`src/rtl/weight_skew_buffer_pkg.sv`:
```
`default_nettype none
// ============================================================================
//  Module      : weight_skew_buffer_pkg
//  Description : Shared FSM encoding and width/length helpers for the skew buffer.
//  Revision    : 1.0 - initial release
// ============================================================================
package weight_skew_buffer_pkg;

    typedef enum logic [1:0] {
        ST_IDLE  = 2'd0,
        ST_FILL  = 2'd1,
        ST_READY = 2'd2,
        ST_DRAIN = 2'd3
    } wsb_state_e;

    function automatic int wsb_ptr_w(input int depth);
        return (depth > 1) ? $clog2(depth) : 1;
    endfunction

    function automatic int wsb_cnt_w(input int depth);
        return $clog2(depth + 1);
    endfunction

    // Beats from the first pop to the last column's last beat, minus one.
    function automatic int wsb_drain_len(input int depth, input int cols);
        return depth + cols - 1;
    endfunction

    function automatic int wsb_drain_cnt_w(input int depth, input int cols);
        return $clog2(depth + cols);
    endfunction

endpackage
`default_nettype wire

```
`src/rtl/weight_skew_buffer_skew_delay_line.sv`:
```
`default_nettype none
// ============================================================================
//  Module      : skew_delay_line
//  Description : Registered {en, data} shift line, DELAY+1 flops deep.
//  Revision    : 1.0 - initial release
// ============================================================================
module skew_delay_line
    import weight_skew_buffer_pkg::*;
#(
    parameter int DATA_WIDTH = 8,
    parameter int DELAY      = 0
) (
    input  logic                  clock,
    input  logic                  reset,
    input  logic                  clear,
    input  logic                  in_en,
    input  logic [DATA_WIDTH-1:0] in_data,
    output logic                  out_en,
    output logic [DATA_WIDTH-1:0] out_data
);

    localparam int STAGES = DELAY + 1;

    logic [STAGES-1:0]     en_q, en_d;
    logic [DATA_WIDTH-1:0] data_q [STAGES];
    logic [DATA_WIDTH-1:0] data_d [STAGES];

    // Data is masked at entry so an idle slot always carries zero downstream.
    always_comb begin
        en_d = '0;
        for (int i = 0; i < STAGES; i++) begin
            data_d[i] = '0;
        end
        if (!clear) begin
            en_d[0]   = in_en;
            data_d[0] = in_en ? in_data : '0;
            for (int i = 1; i < STAGES; i++) begin
                en_d[i]   = en_q[i-1];
                data_d[i] = data_q[i-1];
            end
        end
    end

    always_ff @(posedge clock or negedge reset) begin
        if (!reset) begin
            en_q <= '0;
            for (int i = 0; i < STAGES; i++) begin
                data_q[i] <= '0;
            end
        end else begin
            en_q <= en_d;
            for (int i = 0; i < STAGES; i++) begin
                data_q[i] <= data_d[i];
            end
        end
    end

    assign out_en   = en_q[STAGES-1];
    assign out_data = data_q[STAGES-1];

endmodule
`default_nettype wire

```
`src/rtl/weight_skew_buffer.sv`:
```
`default_nettype none
// ============================================================================
//  Module      : weight_skew_buffer
//  Description : One-tile weight row buffer draining into the PE array with
//                optional per-column diagonal skew.
//  Revision    : 1.0 - initial release
// ============================================================================
module weight_skew_buffer
    import weight_skew_buffer_pkg::*;
#(
    parameter int DATA_WIDTH = 8,
    parameter int NUM_COLS   = 4,
    parameter int DEPTH      = 4,
    parameter bit SKEW_EN    = 1'b1
) (
    input  logic                           clock,
    input  logic                           reset,
    input  logic                           in_valid,
    output logic                           in_ready,
    input  logic [DATA_WIDTH*NUM_COLS-1:0] in_data,
    input  logic                           start,
    input  logic                           clear,
    output logic                           busy,
    output logic [$clog2(DEPTH+1)-1:0]     count,
    output logic                           full,
    output logic                           empty,
    output logic [NUM_COLS-1:0]            out_en,
    output logic [DATA_WIDTH*NUM_COLS-1:0] out_data,
    output logic                           done
);

    localparam int ROW_W  = DATA_WIDTH * NUM_COLS;
    localparam int PTR_W  = wsb_ptr_w(DEPTH);
    localparam int CNT_W  = wsb_cnt_w(DEPTH);
    localparam int DRN_W  = wsb_drain_cnt_w(DEPTH, NUM_COLS);
    localparam int LAST_I = SKEW_EN ? wsb_drain_len(DEPTH, NUM_COLS) : DEPTH;

    localparam logic [CNT_W-1:0] DEPTH_C    = CNT_W'(DEPTH);
    localparam logic [CNT_W-1:0] DEPTH_M1   = CNT_W'(DEPTH - 1);
    localparam logic [PTR_W-1:0] PTR_MAX    = PTR_W'(DEPTH - 1);
    localparam logic [DRN_W-1:0] POP_END    = DRN_W'(DEPTH);
    localparam logic [DRN_W-1:0] DRAIN_LAST = DRN_W'(LAST_I);

    wsb_state_e        state_q, state_d;
    logic [PTR_W-1:0]  wr_ptr_q, wr_ptr_d;
    logic [PTR_W-1:0]  rd_ptr_q, rd_ptr_d;
    logic [CNT_W-1:0]  count_q, count_d;
    logic [DRN_W-1:0]  drain_cnt_q, drain_cnt_d;
    logic              busy_q, busy_d;
    logic              done_q, done_d;
    logic [ROW_W-1:0]  mem_q [DEPTH];
    logic [ROW_W-1:0]  mem_d [DEPTH];

    logic              push;
    logic              pop;
    logic              last_beat;
    logic [ROW_W-1:0]  pop_row;

    assign full      = (count_q == DEPTH_C);
    assign empty     = (count_q == '0);
    assign in_ready  = reset && (state_q != ST_DRAIN) && !full && !clear;
    assign push      = in_valid && in_ready;
    // drain_cnt_q counts edges since DRAIN entry; the first DEPTH of them pop.
    assign pop       = (state_q == ST_DRAIN) && (drain_cnt_q < POP_END) && !clear;
    assign last_beat = (state_q == ST_DRAIN) && (drain_cnt_q == DRAIN_LAST);
    assign pop_row   = pop ? mem_q[rd_ptr_q] : '0;

    // State register
    always_ff @(posedge clock or negedge reset) begin
        if (!reset) begin
            state_q <= ST_IDLE;
        end else begin
            state_q <= state_d;
        end
    end

    // Next-state logic
    always_comb begin
        state_d = state_q;
        case (state_q)
            ST_IDLE:  if (push) state_d = ST_FILL;
            ST_FILL:  if (push && (count_q == DEPTH_M1)) state_d = ST_READY;
            ST_READY: if (start) state_d = ST_DRAIN;
            ST_DRAIN: if (last_beat) state_d = ST_IDLE;
            default:  state_d = ST_IDLE;
        endcase
        if (clear) begin
            state_d = ST_IDLE;
        end
    end

    // Output / drain sequencing logic
    always_comb begin
        drain_cnt_d = '0;
        done_d      = 1'b0;
        busy_d      = (state_d == ST_DRAIN);
        if (!clear && (state_q == ST_DRAIN)) begin
            done_d = last_beat;
            if (!last_beat) begin
                drain_cnt_d = drain_cnt_q + 1'b1;
            end
        end
    end

    // Circular row storage; push and pop never coincide since DRAIN blocks push.
    always_comb begin
        wr_ptr_d = wr_ptr_q;
        rd_ptr_d = rd_ptr_q;
        count_d  = count_q;
        mem_d    = mem_q;
        if (clear) begin
            wr_ptr_d = '0;
            rd_ptr_d = '0;
            count_d  = '0;
        end else begin
            if (push) begin
                mem_d[wr_ptr_q] = in_data;
                wr_ptr_d        = (wr_ptr_q == PTR_MAX) ? '0 : wr_ptr_q + 1'b1;
                count_d         = count_q + 1'b1;
            end
            if (pop) begin
                rd_ptr_d = (rd_ptr_q == PTR_MAX) ? '0 : rd_ptr_q + 1'b1;
                count_d  = count_q - 1'b1;
            end
        end
    end

    always_ff @(posedge clock or negedge reset) begin
        if (!reset) begin
            wr_ptr_q    <= '0;
            rd_ptr_q    <= '0;
            count_q     <= '0;
            drain_cnt_q <= '0;
            busy_q      <= 1'b0;
            done_q      <= 1'b0;
            for (int i = 0; i < DEPTH; i++) begin
                mem_q[i] <= '0;
            end
        end else begin
            wr_ptr_q    <= wr_ptr_d;
            rd_ptr_q    <= rd_ptr_d;
            count_q     <= count_d;
            drain_cnt_q <= drain_cnt_d;
            busy_q      <= busy_d;
            done_q      <= done_d;
            for (int i = 0; i < DEPTH; i++) begin
                mem_q[i] <= mem_d[i];
            end
        end
    end

    assign busy  = busy_q;
    assign done  = done_q;
    assign count = count_q;

    for (genvar c = 0; c < NUM_COLS; c++) begin : g_col
        skew_delay_line #(
            .DATA_WIDTH (DATA_WIDTH),
            .DELAY      (SKEW_EN ? c : 0)
        ) u_dly (
            .clock    (clock),
            .reset    (reset),
            .clear    (clear),
            .in_en    (pop),
            .in_data  (pop_row[c*DATA_WIDTH +: DATA_WIDTH]),
            .out_en   (out_en[c]),
            .out_data (out_data[c*DATA_WIDTH +: DATA_WIDTH])
        );
    end

endmodule
`default_nettype wire

```
`config.mk`:
```
export PLATFORM = sky130hd
export DESIGN_NAME = weight_skew_buffer
export DESIGN_NICKNAME = d
export VERILOG_FILES = /design/src/rtl/weight_skew_buffer_pkg.sv /design/src/rtl/weight_skew_buffer_skew_delay_line.sv /design/src/rtl/weight_skew_buffer.sv
export SDC_FILE = /design/constraint.sdc
export NUM_CORES = 1
export LEC_CHECK = 0
export BUFFER_PORTS_ARGS = -buffer_cell sky130_fd_sc_hd__buf_2
export CORE_ASPECT_RATIO = 0.9
export CORE_MARGIN = 2
export CORE_UTILIZATION = 30
export DETAILED_ROUTE_END_ITERATION = 10
export PLACE_DENSITY_LB_ADDON = 0.15
export SETUP_SLACK_MARGIN = 0.1
export SLEW_MARGIN = 20
export SYNTH_ARGS = -nofsm -noshare
export SYNTH_HDL_FRONTEND = slang
export SYNTH_SLANG_ARGS = --single-unit
```
`constraint.sdc`:
```
create_clock -name clock -period 5.2 [get_ports clock]
set_input_delay 1.3 -clock clock [delete_from_list [all_inputs] [get_ports clock]]
set_output_delay 1.3 -clock clock [all_outputs]
set_load 0.05 [all_outputs]
```
After elaboration in Yosys (flattened, before gate mapping)
Cells that the tools add are included.
- register bits: 232
- input bits: 37
- add/subtract/negate cells: 5
- magnitude comparators: 4
- equal/unequal tests: 10
- multiplexer cells: 36
- bitwise logic cells: 3
- reduce and logical (&&, ||, !) cells: 18
- operator list (cell ; count):
    128-bit bitwise mux ; 1
    32-bit 2-to-1 mux ; 4
    32-bit binary-select mux with 2-bit select ; 1
    32-bit demux with 2-bit select ; 1
    8-bit 2-to-1 mux ; 5
    2-bit 2-to-1 mux ; 12
    24-bit 2-to-1 mux ; 1
    3-bit 2-to-1 mux ; 6
    16-bit 2-to-1 mux ; 1
    2-bit == test (second input constant) ; 5
    1-bit logical AND ; 10
    2-bit case mux with 4 select lines ; 1
    3-bit by 1-bit adder with 3-bit output (second input constant) ; 2
    3-bit == test (second input constant) ; 2
    3-bit >= comparator (second input constant) ; 2
    2-bit inverter with 3-bit output ; 2
    2-bit by 1-bit adder with 2-bit output (second input constant) ; 2
    4-bit 2-to-1 mux ; 1
    2-bit nonzero test ; 2
    3-bit by 2-bit == test with 1-bit output (second input constant) ; 1
    3-bit logical NOT ; 1
    3-bit by 1-bit < comparator with 1-bit output (second input constant) ; 1
    3-bit < comparator (second input constant) ; 1
    3-bit nonzero test ; 1
    8 further kinds ; 10

Longest topological paths before layout
Gate-level depths: netlist (run 1).
- word-level depth: 10
- depth in mapped cells: 8

Modules after synthesis
Synthesis (run 1) repeated with hierarchy kept, for this count alone.
- cells, all modules: 641
- area, all modules: 9844.4 um^2
- by module, submodules not included (module ; instances ; cells each ; area each (um^2)):
    weight_skew_buffer ; 1 ; 431 ; 6701.4
    skew_delay_line (g_col[3].u_dly) ; 1 ; 83 ; 1227.4
    skew_delay_line (g_col[2].u_dly) ; 1 ; 64 ; 940.9
    skew_delay_line (g_col[1].u_dly) ; 1 ; 45 ; 673.1
    skew_delay_line (g_col[0].u_dly) ; 1 ; 18 ; 301.5

Worst setup path before layout (run 1)
No wires, ideal clock.
- kind: input -> output
- start point: in clear
- end point: out in_ready
- arrival time: 2.605 ns
- required time: 3.900 ns
- setup slack: 1.295 ns
- stages: 2
- buffers on the path: 0
- cell sequence: nand2b_1 -> nor3_1
- longest elaborated chain between the ends: 2
- ends and longest elaborated chain (element ; line ; source):
    start: declaration ; weight_skew_buffer.sv:22 ; input logic clear,
    1-bit logical NOT ; -- ;
    1-bit logical AND ; weight_skew_buffer.sv:61 ; assign in_ready = reset && (state_q != ST_DRAIN) && !full && !clear;
    end: declaration ; weight_skew_buffer.sv:19 ; output logic in_ready,
No other way between the ends.

Worst setup path in the final report (run 1)
- start point: in reset
- end point: out in_ready
- longest elaborated chain between the ends: 3
- ends and longest elaborated chain (element ; line ; source):
    start: declaration ; weight_skew_buffer.sv:17 ; input logic reset,
    1-bit logical AND (3 in a row) ; weight_skew_buffer.sv:61 ;
No other way between the ends.

==> results of run 1 <==
==> critical path: stages <==
cell      delay (ns)
buf_8           0.28
nand2b_1        0.20
nor3_1          0.25
buf_2           0.30
==> logic make-up after synthesis <==
family / Yosys count / synth area share [%]
flip-flops: 226 / 60.0
XOR/XNOR: 2 / 0.186
adder cells (fa/ha/maj): 7 / 1.01
AND/OR/NAND/NOR: 119 / 8.00
multiplexers: 161 / 25.5
buffers and inverters: 67 / 4.44
AO/OA/AOI/OAI: 12 / 0.863
==> power groups by stage <==
| stage | Clock [uW] | Combinational, uW | Sequential, uW |
|---|---|---|---|
| floorplan | 0 | 382 | 2060 |
| global placement | 0 | 469 | 2080 |
| detailed placement | 0 | 487 | 2100 |
| CTS | 1940 | 488 | 2070 |
| global route | 2020 | 520 | 2100 |
| finish | 1880 | 478 | 2070 |
==> state kept, by name, summed over array words and instances (netlist names), 2 cells and up <==
register / count
state_q: 2
wr_ptr_q: 2
g_col.u_dly.out_data: 32
count: 3
rd_ptr_q: 2
g_col.u_dly.data_q: 48
mem_q: 128
drain_cnt_q: 3
g_col.u_dly.en_q: 4
==> area by class of cell <==
| class | count | area [sq um] | share of cell area [%] |
|---|---|---|---|
| Multi-Input combinational cell | 301 | 3350 | 30.8 |
| Tap cell | 409 | 512 | 4.70 |
| Antenna cell | 1 | 2.50 | 0.0230 |
| Sequential cell | 226 | 5660 | 52.0 |
| Inverter | 6 | 22.5 | 0.207 |
| Timing Repair Buffer | 86 | 455 | 4.18 |
| Clock buffer | 36 | 737 | 6.77 |
| Clock inverter | 9 | 151 | 1.39 |
==> layout by cell type (no fill, tap or decap), types with 2 or more instances in the layout <==
cell,count
a21o_1,2
a21oi_1,4
and2_1,2
buf_2,79
buf_4,6
bufinv_16,4
clkbuf_1,4
clkbuf_16,25
clkbuf_8,7
clkinv_2,3
dfrtp_1,224
dfrtp_2,2
ha_1,6
inv_1,6
mux2_1,11
mux2_2,58
mux2_4,60
mux4_2,32
nand2_1,5
nand2_2,2
nand2_4,2
nand2b_1,2
nand3_1,2
nor2_1,3
nor2b_1,83
nor3_1,8
==> per-stage QoR <==
| stage | cells | setup slack [ns] | utilization [%] | cell area [sq um] |
|---|---|---|---|---|
| after detailed placement | 1028 | 0.987 | 32.3 | 10000 |
| after global placement | 1028 | 1.09 | 32.3 | 10000 |
| final | 1074 | 1.56 | 35.2 | 10900 |
| after CTS | 1073 | 1.52 | 35.2 | 10900 |
| after global routing | 1073 | 1.36 | 35.2 | 10900 |
| after floorplan | 594 | 1.30 | - | 9420 |
==> worst max-delay path by stage <==
stage / slack, ns / cells past startpoint / endpoint / from
after floorplan: 1.30 / 2 / in_ready / clear
after global placement: 1.09 / 5 / mem_q[9] / reset
after detailed placement: 0.99 / 5 / mem_q[2] / reset
after CTS: 1.52 / 4 / in_ready / reset
after global routing: 1.36 / 5 / mem_q[15] / reset
final: 1.56 / 4 / in_ready / reset
==> metal layers <==
metal	wire length, um	up-vias
met2	8940	89
li1	-	2130
met5	32	-
met4	393	4
met3	819	29
met1	8890	2508
==> qor.yml, run 1 <==
die_w_um: 191
die_h_um: 172
synth_cells: 594
grt_first_pass_wirelength_um: 30900
avgRoutedWirePerCell_um: 17.8
synth-edff-count: 0
rsz0062_at_grt: "no"
cts_tree: "done"
syn-num-nets: 638
min_period_over_period_pct: 70.0
comb_power_share_pct: 10.8
hold_violations: 0
clockBufferDepth: 3
yosysSeqAreaShare_pct: 60.0
timing.critical_path.fanout_max: 47
drc: 0
insertion_delay_ns: 0.53
p_sw_share_pct: 21.6
dp_hpwl_um: 11000
path_clk_slew_ns: 0.06
antenna_found_initial: 3
initialDrtViolationCount: 194
synth_area_leaders: "dfrtp_1 60%, mux2_4 9.6%, mux4_2 7.7%"
pwr-share-clk_pct: 42.4
period_needed_ns: 3.64
holdWs_ns: 0.444
worstHoldPathCells: 1
seq_power_share_pct: 46.8
synth_area_sq_um: 9420
antenna_left: 0
yosysMostFrequentCell: "dfrtp_1"
use_met1_pct: 16.6
busiest_layer: "met2"
synth_ff_type: "dfrtp_1"
dr_total_vias: 4760
maxSlewViolCount: 0
ys_ff_latch: 226
core_area_sq_um: 30900
synth_top_area_share_pct: 60.0
cp_data_arrival_time_ns: 2.34
io_buffers: 80
power_switching_uw: 954
cts_sinks: 226
slew_headroom_pct: 32.0
fmaxAchievable_mhz: 275
grtUsageTotal_pct: 12.1
htree_levels: 1
yosys_warnings: 0
final_nets: 690
r2r_cells: 4
drive_gt1_share_pct: 43.5
ios: 81
area_growth_pct: 15.6
start_util_pct: 30.5
numCtsBuffers: 25
setup_viol: 0
tightest_slew_ns: 1.02
nFillCells: 2953
post_cts_buffers: 0
powerDensity_nw_per_um2: 406
syn_area_per_cell_sq_um: 15.9
r2r_slack_ns: 2.27
place.gp.congestion: 0.693
p_total_uw: 4420
required_ns: 3.90
hp-start: "drain_cnt_q[0]"
clock-skew-final_ns: 0.0197
p_leak_uw: 0.00537
ys_types: 40
grt_use_met3_pct: 2.56
fp.dieArea_sq_um: 32800
max-vdd-ir-drop_uv: 223
status: "finished clean"
r2r-start: "state_q[1]"
root_buffer: "clkbuf_16"
p_int_uw: 3470
worst_setup_path_end_kind: "output pin"
hold-path-endpoint: "drain_cnt_q[0]"
cap_violations: 0
grt_pass1_vias: 5235
critPathLaunchType: "input pin"
grt_start_max_net_pins: 73
grt_use_met2_pct: 19.7
grt-ovfl-total: 0
synth_top_area_cell: "dfrtp_1"
num_rows: 61
cts_hold_buffers: 0
netlist_top_cells_count: "226 x dfrtp_1, 83 x nor2b_1, 60 x mux2_4, 58 x mux2_2, 32 x mux4_2"
wl_um: 19100
hold_path.class: "flop to flop"
via_per_inst: 4.43
reg2reg_to: "mem_q[4]"
criticalPathCategory: "input pin to output pin"
drtPass1Iterations: 4
cts-resized-gates: 0
synth-async-reset-ratio_pct: 100
final.setup.tns_ns: 0
No activity file was read; power rests on OpenSTA's default activity.
==> run 2: changes to the inputs <==
--- a/config.mk
+++ b/config.mk
@@ -5,6 +5,7 @@
 export SDC_FILE = /design/constraint.sdc
 export NUM_CORES = 1
 export LEC_CHECK = 0
+export ABC_AREA = 1
 export BUFFER_PORTS_ARGS = -buffer_cell sky130_fd_sc_hd__buf_2
 export CORE_ASPECT_RATIO = 0.9
 export CORE_MARGIN = 2
==> constraint.sdc (replaced) <==
create_clock -name clock -period 3.3 [get_ports clock]
set_input_delay 0.825 -clock clock [delete_from_list [all_inputs] [get_ports clock]]
set_output_delay 0.825 -clock clock [all_outputs]
set_load 0.05 [all_outputs]
==> run 2 against run 1 <==
  * Final area shrank 1.5%
  * Utilization decreased by 0.43 points
  * Critical path depth rose by 1
  * Total power grew 58%
  * Clock power is 64% higher
  * Area after synthesis decreased by 0.29%
  * Register-to-register slack worse by 0.86 ns
  * Routed wire length is 10% higher
==> qor.yml, run 2 <==
clock-skew-final_ns: 0.0104  # -0.00931 ns
crit_family: "buffers and inverters"
r2r-start: "state_q[1]"
max-vdd-ir-drop_uv: 431  # +93%
grt_pass1_vias: 6050  # +16%
cts_hold_buffers: 0  # unchanged
final_cell_mix: "224 x dfrtp_1, 188 x nor2_1, 146 x nand2_1"
cap_violations: 0  # unchanged
num_rows: 61  # unchanged
wl_um: 21000  # +10%
netlist_top_cells_count: "226 x dfrtp_1, 188 x nor2_1, 147 x nand2_1, 106 x o21ai_1, 96 x inv_1"
maxSlewViolCount: 0  # unchanged
synth-edff-count: 0  # unchanged
final.setup.tns_ns: 0  # unchanged
synth_ff_type: "dfrtp_1"
yosysSeqAreaShare_pct: 60.2  # +0.18 points
critPathSlowestCell: "dfrtp_1"
synth_top_area_share_pct: 60.2  # +0.18 points
synth_cells: 1003  # +69%
largest_reg_flops: 128  # unchanged
min_period_over_period_pct: 75.2
die_h_um: 172  # -0.15%
cts_tree: "done"
drc: 0  # unchanged
yosys_warnings: 0  # unchanged
status: "finished clean"
cp_common_cell: "inv_1"
cts_sinks: 226  # unchanged
dp_hpwl_um: 11400  # +3.9%
clockBufferDepth: 3  # unchanged
initialDrtViolationCount: 382  # +97%
reg2reg_to: "mem_q[5]"
root_buffer: "clkbuf_16"
n_antenna_cell: 0  # -1
powerDensity_nw_per_um2: 652  # +60%
insertion_delay_ns: 0.52  # about the same
critPathLaunchType: "flop"
yosysMostFrequentCell: "dfrtp_1"
post_cts_buffers: 0  # unchanged
r2r_slack_ns: 1.41  # -0.86 ns
syn_area_per_cell_sq_um: 9.36  # -41%
worstSetupStartpoint: "count[0]"
drive_gt1_share_pct: 16.6  # -27 points
grtUsageTotal_pct: 13.3  # +1.2 points
regMostFlops: "mem_q"
path_clk_slew_ns: 0.06  # about the same
p_leak_uw: 0.00524  # -2.3%
hold_violations: 0  # unchanged
synth-async-reset-ratio_pct: 100  # unchanged
cts-resized-gates: 0  # unchanged
tightest_slew_ns: 0.969  # -0.0472 ns
grt-ovfl-total: 0  # unchanged
worst-path-buf-inv: 3  # +1
worst_setup_path_end_kind: "output pin"
grt_start_max_net_pins: 150  # +110%
ios: 81  # unchanged
start_util_pct: 30.5  # about the same
avgRoutedWirePerCell_um: 14.4  # -19%
dr_total_vias: 6275  # +32%
required_ns: 2.47  # -1.43 ns
crit_cells: 5  # +1
antenna_found_initial: 0  # -3
synth_area_leaders: "dfrtp_1 60%, nor2_1 7.5%, nand2_1 5.9%"
final_nets: 1082  # +57%
fmaxAchievable_mhz: 403
setup_ws_ns: 0.820  # -0.741 ns
period_needed_ns: 2.48
place.gp.congestion: 0.685  # -1.2%
r2r_cells: 8  # +4
dpl_worst_slack_ns: 0.818  # -0.169 ns
numCtsBuffers: 26  # +4.0%
crit_path_cell_trace: "inv_1 > nand3_2 > inv_1 > nor3_1 > buf_2"
die_w_um: 191  # -0.14%
max_stage_delay_ns: 0.41  # +0.11 ns
hold_path.class: "input pin to async pin"
synth_top_area_cell: "dfrtp_1"
core_area_sq_um: 30800  # -0.25%
antenna_left: 0  # unchanged
final_cells: 1466  # +36%
area_growth_pct: 14.3
via_per_inst: 4.28  # -3.4%
rsz0062_at_grt: "no"
htree_levels: 1  # unchanged
final_common_cell: "dfrtp_1"
cp_data_arrival_time_ns: 1.66  # -0.68 ns
drtPass1Iterations: 4  # unchanged
setup_viol: 0  # unchanged
syn-num-nets: 1047  # +64%
grt_first_pass_wirelength_um: 34400  # +12%
ys_types: 28  # -30%
synth_area_sq_um: 9390  # -0.29%
timing.critical_path.fanout_max: 5  # -89%
criticalPathCategory: "flop to output pin"
fp.dieArea_sq_um: 32700  # -0.29%
slew_headroom_pct: 35.4  # +3.4 points
ys_ff_latch: 226  # unchanged
io_buffers: 80  # unchanged
placedCellCount: 1419  # +38%
post-route-util_pct: 34.8  # -0.43 points
## run 2: cell families (layout without fill, tap and decap cells)
logic type                 after synthesis  in the layout  share of synthesized area (%)
AOI/OAI and AO/OA                      236            236                           13.5
buffers and inverters                  183            237                           10.5
adders and majority gates                7              7                           1.01
xor gates and xnor gates                 1              1                         0.0933
and+or+nand+nor                        350            350                           14.7
DFF                                    226            226                           60.2
## run 2: power breakdown
group          switching (uW)  internal, uW
sequential                157          3090
clock                    1150          1930
combinational             409           260
total                    1720          5280
## run 2: worst max path at each step
stage | to | slack [ns]
CTS | in_ready | 0.79
detailed placement | mem_q[28] | 0.82
floorplan | in_ready | 0.16
finish | in_ready | 0.82
global placement | mem_q[4] | 0.84
global route | in_ready | 0.74
## run 2: layout make-up
class,instances,area (sq um)
Fill cell,3250,20100
Sequential cell,226,5660
Multi-Input combinational cell,594,2750
Clock buffer,34,762
Tap cell,409,512
Timing Repair Buffer,89,490
Inverter,101,383
Clock inverter,13,173
## run 2: layer usage
| metal | part of all wire, % | GRT usage (%) | vias up |
|---|---|---|---|
| met2 | 43 | 20.5 | 90 |
| met5 | 0 | 0 | - |
| met4 | 2.0 | 3.20 | 0 |
| met1 | 51 | 19.5 | 2959 |
| met3 | 3.5 | 2.15 | 32 |
| li1 | - | - | 3194 |
## run 2: per-stage QoR
step	hold WS (ns)	total power (uW)	instance area [sq um]
after floorplan	0.409	3770	9390
after global placement	0.427	3960	9800
after detailed placement	0.431	3970	9800
after CTS	0.0451	7120	10700
after global routing	0.0460	7390	10700
final	0.0710	7000	10700
